==> src/rtl/vend_change_dispenser.sv <==
// Change dispenser: pays a requested amount in 20/10 coins through a strobe/ack hopper handshake.
// Define VEND_CHANGE_INVENTORY_EN to enable tube counting, refill and tube-empty selection.
module vend_change_dispenser #(
  parameter int TUBE_DEPTH  = 15,
  parameter int ACK_TIMEOUT = 15
) (
  input  logic       clock,
  input  logic       reset,
  input  logic       req_valid,
  input  logic [2:0] req_amount,
  output logic       req_ready,
  output logic [1:0] coin_out,
  output logic       hopper_strobe,
  input  logic       hopper_ack,
  input  logic       refill_valid,
  input  logic       refill_is20,
  output logic       busy,
  output logic       done,
  output logic       short,
  output logic [2:0] paid,
  output logic       timeout_err,
  output logic [3:0] tube10_count,
  output logic [3:0] tube20_count
);

  localparam logic [2:0] IDLE   = 3'd0;
  localparam logic [2:0] SELECT = 3'd1;
  localparam logic [2:0] ISSUE  = 3'd2;
  localparam logic [2:0] GAP    = 3'd3;
  localparam logic [2:0] FINISH = 3'd4;

  localparam logic [1:0] COIN_NONE = 2'b00;
  localparam logic [1:0] COIN10    = 2'b01;
  localparam logic [1:0] COIN20    = 2'b10;

  localparam logic [3:0] DEPTH    = 4'(TUBE_DEPTH);
  localparam logic [3:0] TMO_LAST = 4'(ACK_TIMEOUT - 1);

  logic [2:0] state_reg;
  logic [2:0] remaining_reg;
  logic [2:0] paid_reg;
  logic       short_reg;
  logic       timeout_reg;
  logic [1:0] coin_reg;
  logic [3:0] wait_reg;
  logic [2:0] coin_val;
  logic       ack_take;
  logic       have10;
  logic       have20;

  assign coin_val = (coin_reg == COIN20) ? 3'd2 : 3'd1;
  assign ack_take = (state_reg == ISSUE) && hopper_ack;

`ifdef VEND_CHANGE_INVENTORY_EN
  logic [3:0] tube10_reg;
  logic [3:0] tube20_reg;
  logic       take10;
  logic       take20;
  logic       add10;
  logic       add20;

  assign take10 = ack_take && (coin_reg == COIN10);
  assign take20 = ack_take && (coin_reg == COIN20);
  assign add10  = refill_valid && !refill_is20;
  assign add20  = refill_valid && refill_is20;

  // A refill landing on the same tube as a dispense cancels out.
  always_ff @(posedge clock) begin
    if (reset) begin
      tube10_reg <= 4'd0;
      tube20_reg <= 4'd0;
    end else begin
      if (add10 && !take10) begin
        if (tube10_reg < DEPTH) tube10_reg <= tube10_reg + 4'd1;
      end else if (take10 && !add10) begin
        tube10_reg <= tube10_reg - 4'd1;
      end
      if (add20 && !take20) begin
        if (tube20_reg < DEPTH) tube20_reg <= tube20_reg + 4'd1;
      end else if (take20 && !add20) begin
        tube20_reg <= tube20_reg - 4'd1;
      end
    end
  end

  assign have10       = (tube10_reg != 4'd0);
  assign have20       = (tube20_reg != 4'd0);
  assign tube10_count = tube10_reg;
  assign tube20_count = tube20_reg;
`else
  logic unused_refill;

  assign unused_refill = refill_valid ^ refill_is20;
  assign have10        = 1'b1;
  assign have20        = 1'b1;
  assign tube10_count  = DEPTH;
  assign tube20_count  = DEPTH;
`endif

  always_ff @(posedge clock) begin
    if (reset) begin
      state_reg     <= IDLE;
      remaining_reg <= 3'd0;
      paid_reg      <= 3'd0;
      short_reg     <= 1'b0;
      timeout_reg   <= 1'b0;
      coin_reg      <= COIN_NONE;
      wait_reg      <= 4'd0;
    end else begin
      case (state_reg)
        IDLE: begin
          if (req_valid) begin
            remaining_reg <= req_amount;
            paid_reg      <= 3'd0;
            short_reg     <= 1'b0;
            timeout_reg   <= 1'b0;
            state_reg     <= SELECT;
          end
        end
        SELECT: begin
          wait_reg <= 4'd0;
          if ((remaining_reg >= 3'd2) && have20) begin
            coin_reg  <= COIN20;
            state_reg <= ISSUE;
          end else if ((remaining_reg != 3'd0) && have10) begin
            coin_reg  <= COIN10;
            state_reg <= ISSUE;
          end else begin
            short_reg <= (remaining_reg != 3'd0);
            state_reg <= FINISH;
          end
        end
        ISSUE: begin
          // An ack on the last allowed cycle still wins over the timeout.
          if (hopper_ack) begin
            remaining_reg <= remaining_reg - coin_val;
            paid_reg      <= paid_reg + coin_val;
            state_reg     <= GAP;
          end else if (wait_reg == TMO_LAST) begin
            timeout_reg <= 1'b1;
            short_reg   <= (remaining_reg != 3'd0);
            state_reg   <= FINISH;
          end else begin
            wait_reg <= wait_reg + 4'd1;
          end
        end
        GAP:     state_reg <= SELECT;
        FINISH:  state_reg <= IDLE;
        default: state_reg <= IDLE;
      endcase
    end
  end

  assign req_ready     = (state_reg == IDLE);
  assign busy          = (state_reg != IDLE);
  assign done          = (state_reg == FINISH);
  assign hopper_strobe = (state_reg == ISSUE);
  assign coin_out      = hopper_strobe ? coin_reg : COIN_NONE;
  assign short         = short_reg;
  assign paid          = paid_reg;
  assign timeout_err   = timeout_reg;

endmodule
==> config.mk <==
export PLATFORM = sky130hd
export DESIGN_NAME = vend_change_dispenser
export DESIGN_NICKNAME = d
export VERILOG_FILES = /design/src/rtl/vend_change_dispenser.sv
export SDC_FILE = /design/constraint.sdc
export NUM_CORES = 1
export LEC_CHECK = 0
export ABC_AREA = 1
export CAP_MARGIN = 20
export CORE_MARGIN = 2
export CORE_UTILIZATION = 30
export DETAILED_ROUTE_END_ITERATION = 8
export GPL_TIMING_DRIVEN = 0
export PLACE_DENSITY_LB_ADDON = 0.15
export SYNTH_ARGS = -nofsm -noshare
export SYNTH_HDL_FRONTEND = slang
export SYNTH_SLANG_ARGS = --single-unit
==> constraint.sdc <==
create_clock -name clock -period 3 [get_ports clock]
set_input_delay 0.6 -clock clock [delete_from_list [all_inputs] [get_ports clock]]
set_output_delay 0.6 -clock clock [all_outputs]
set_load 0.03 [all_outputs]
==> flow_summary.json <==
{
  "hold_start": "timeout_err",
  "fin_ws_ns": 0.5156,
  "reg2reg_from": "coin_reg[1]",
  "yosys.area_share.simple_pct": 31.09,
  "h-tree-depth": 1,
  "grt_usage_pct": 12.78,
  "fp.dieW_um": 61.91,
  "synth-adder-area-share_pct": 8.955,
  "r2r_cells": 9,
  "status": "finished clean",
  "synth_compound_area_share_pct": 9.453,
  "setup_violations": 0,
  "vias": 947,
  "arrival_ns": 1.88,
  "holdBufCountCts": 0,
  "wirelength_um": 2159,
  "synth-xor-area-share_pct": 1.741,
  "hold_violations": 0,
  "root_buffer": "clkbuf_4",
  "cpMaxStageDelayCell": "clkdlybuf4s50_1",
  "cts_tree": "built",
  "core_um2": 3284,
  "cp-start-kind": "register",
  "slowest_delay_ns": 0.67,
  "grt-ovfl-total": 0,
  "grt_antenna_before_repair": 0,
  "die_area_um2": 3832,
  "grt_pass1_vias": 830,
  "yosysSeqAreaShare_pct": 33.83,
  "drtPass1Iterations": 6,
  "postCtsSetupBuffers": 0,
  "die_h_um": 61.91,
  "r2r-end": "remaining_reg[2]",
  "mostFrequentLayoutCell": "nand2_1",
  "clk_pin_slew_ns": 0.09,
  "dp_hpwl_um": 1715,
  "grt_max_degree": 11,
  "worstSkewPairLatency_ns": 0.29,
  "drc": 0,
  "clock_skew_ns": 0.001797,
  "wl_per_cell_um": 9.725,
  "crit_chain": "nor2_4 > nand2_1 > buf_4 > nor2_1 > clkdlybuf4s50_1",
  "rsz0062_at_grt": "no",
  "clk_path_buf_depth": 2,
  "crit_type": "register to output port",
  "ys_ff_latch": 17,
  "area_growth_pct": 26.87,
  "tns_ns": 0,
  "finalCriticalPeriod_ns": 2.484,
  "worstPathRequired_ns": 2.40,
  "synth_top_family_by_area": "simple AND/OR/NAND/NOR gates",
  "final_max_slew_viol_count": 0,
  "worstHoldPathCells": 2,
  "numCtsBuffers": 3,
  "cts.sinks": 17,
  "via_per_inst": 4.266,
  "place_congestion": 0.8511,
  "syn_area_per_cell_um2": 6.751,
  "power_leakage_nw": 0.5487,
  "cap_violations": 0,
  "dp_slack_ns": 0.8311,
  "synth_mux_area_share_pct": 0,
  "ir_drop_uv": 369.1,
  "drt_iter0_drc": 24,
  "reg2reg_slack_ns": 1.23,
  "diodes": 0,
  "final_cell_mix": "nand2_1 (34), nor2_1 (21), inv_1 (19)",
  "io_pins": 28,
  "power_density_nw_per_um2": 723.7,
  "fmax_ghz": 0.4025,
  "io_buffers": 16,
  "syn_inst": 149,
  "core.rowCount": 21,
  "nFillCells": 353,
  "finalCritPeriodShare_pct": 82.81,
  "drtAntennaViolNets": 0,
  "finalNetCount": 192,
  "layout-drive-gt1-share_pct": 9.091,
  "syn-cell-area_um2": 1006,
  "worstSetupEndpointType": "output port",
  "hp-class": "register to register",
  "synth_cell_type_count": 18,
  "grt_pass1_wl_um": 3581,
  "hold_end": "timeout_err",
  "synth_warnings": 0,
  "largest_reg_flops": 4,
  "worstPathMaxFanout": 10,
  "floorplan.initialDensity_pct": 30.63,
  "postCtsResizedCells": 0
}
[area by class of cell]
cell class / instances / area [um2] / share of cell area, %
Tap cell: 46 / 57.56 / 4.510
Clock buffer: 4 / 26.28 / 2.059
Sequential cell: 17 / 340.3 / 26.67
Timing Repair Buffer: 16 / 160.2 / 12.55
Buffer: 10 / 71.32 / 5.588
Multi-Input combinational cell: 109 / 545.5 / 42.75
Inverter: 20 / 75.07 / 5.882
[how the worst max path moves through the flow]
stage	slack (ns)	startpoint	cells past startpoint	to
2_1_floorplan	1.25	state_reg[2]	4	coin_out[0]
3_3_place_gp	0.84	state_reg[2]	5	coin_out[1]
3_5_place_dp	0.83	state_reg[0]	5	coin_out[0]
4_1_cts	0.48	state_reg[0]	5	coin_out[0]
5_1_grt	0.39	state_reg[2]	5	coin_out[1]
6_report	0.52	state_reg[0]	5	coin_out[0]
[routing by layer]
layer / up-vias / wire, um / track usage [%]
li1: 506 / - / -
met1: 416 / 1025 / 15.64
met2: 23 / 1029 / 21.35
met3: 2 / 93 / 4.969
met4: 0 / 10 / 2.736
met5: - / 0 / 0
[cells by family (layout without fill, tap and decap cells)]
group | count (synthesis) | count (layout)
simple gates | 74 | 74
fa+ha+maj | 6 | 6
flops | 17 | 17
buf+inv | 30 | 50
xor+xnor | 2 | 2
compound gates | 19 | 19
other cells | 1 | 8
[critical path: cells and delay by family, from the launching register on]
kind	cells	cell delay, ns
buffers and inverters	2	0.85
DFF	1	0.38
and+or+nand+nor	3	0.36
[synth_stat cells]
| master | number | area share (%) |
|---|---|---|
| buf_1 | 1 | 0.37 |
| xnor2_1 | 2 | 1.7 |
| fa_1 | 2 | 4.0 |
| a21oi_1 | 13 | 6.5 |
| ha_1 | 4 | 5.0 |
| nor2_4 | 1 | 1.1 |
| buf_4 | 9 | 6.7 |
| nand4_1 | 2 | 1.2 |
| nand2_1 | 34 | 13 |
| nor2_1 | 21 | 7.8 |
| conb_1 | 1 | 0.37 |
| nand2_2 | 2 | 1.2 |
| o21ai_0 | 6 | 3.0 |
| nand3_1 | 13 | 6.5 |
| dfxtp_1 | 17 | 34 |
| inv_2 | 1 | 0.37 |
| nor3_1 | 1 | 0.50 |
| inv_1 | 19 | 7.1 |
[power by group]
group | switching (mW) | total (mW) | internal [mW]
registers | 0.0412 | 0.314 | 0.273
logic | 0.308 | 0.487 | 0.178
clock network | 0.0710 | 0.123 | 0.0518
total | 0.421 | 0.924 | 0.503
[per-stage QoR]
| step | total power [mW] | area [um2] | std cells | utilization (%) | hold slack (ns) |
|---|---|---|---|---|---|
| after detailed placement | 0.8087 | 1250 | 218 | 38.06 | 0.4677 |
| after global placement | 0.8077 | 1250 | 218 | 38.06 | 0.4594 |
| after global routing | 1.009 | 1276 | 222 | 38.86 | 0.5118 |
| after floorplan | 0.6674 | 1032 | 156 | - | 0.4478 |
| final | 0.9237 | 1276 | 222 | 38.86 | 0.4838 |
| after CTS | 0.9361 | 1276 | 222 | 38.86 | 0.4886 |
No activity file was read; power rests on OpenSTA's default activity.
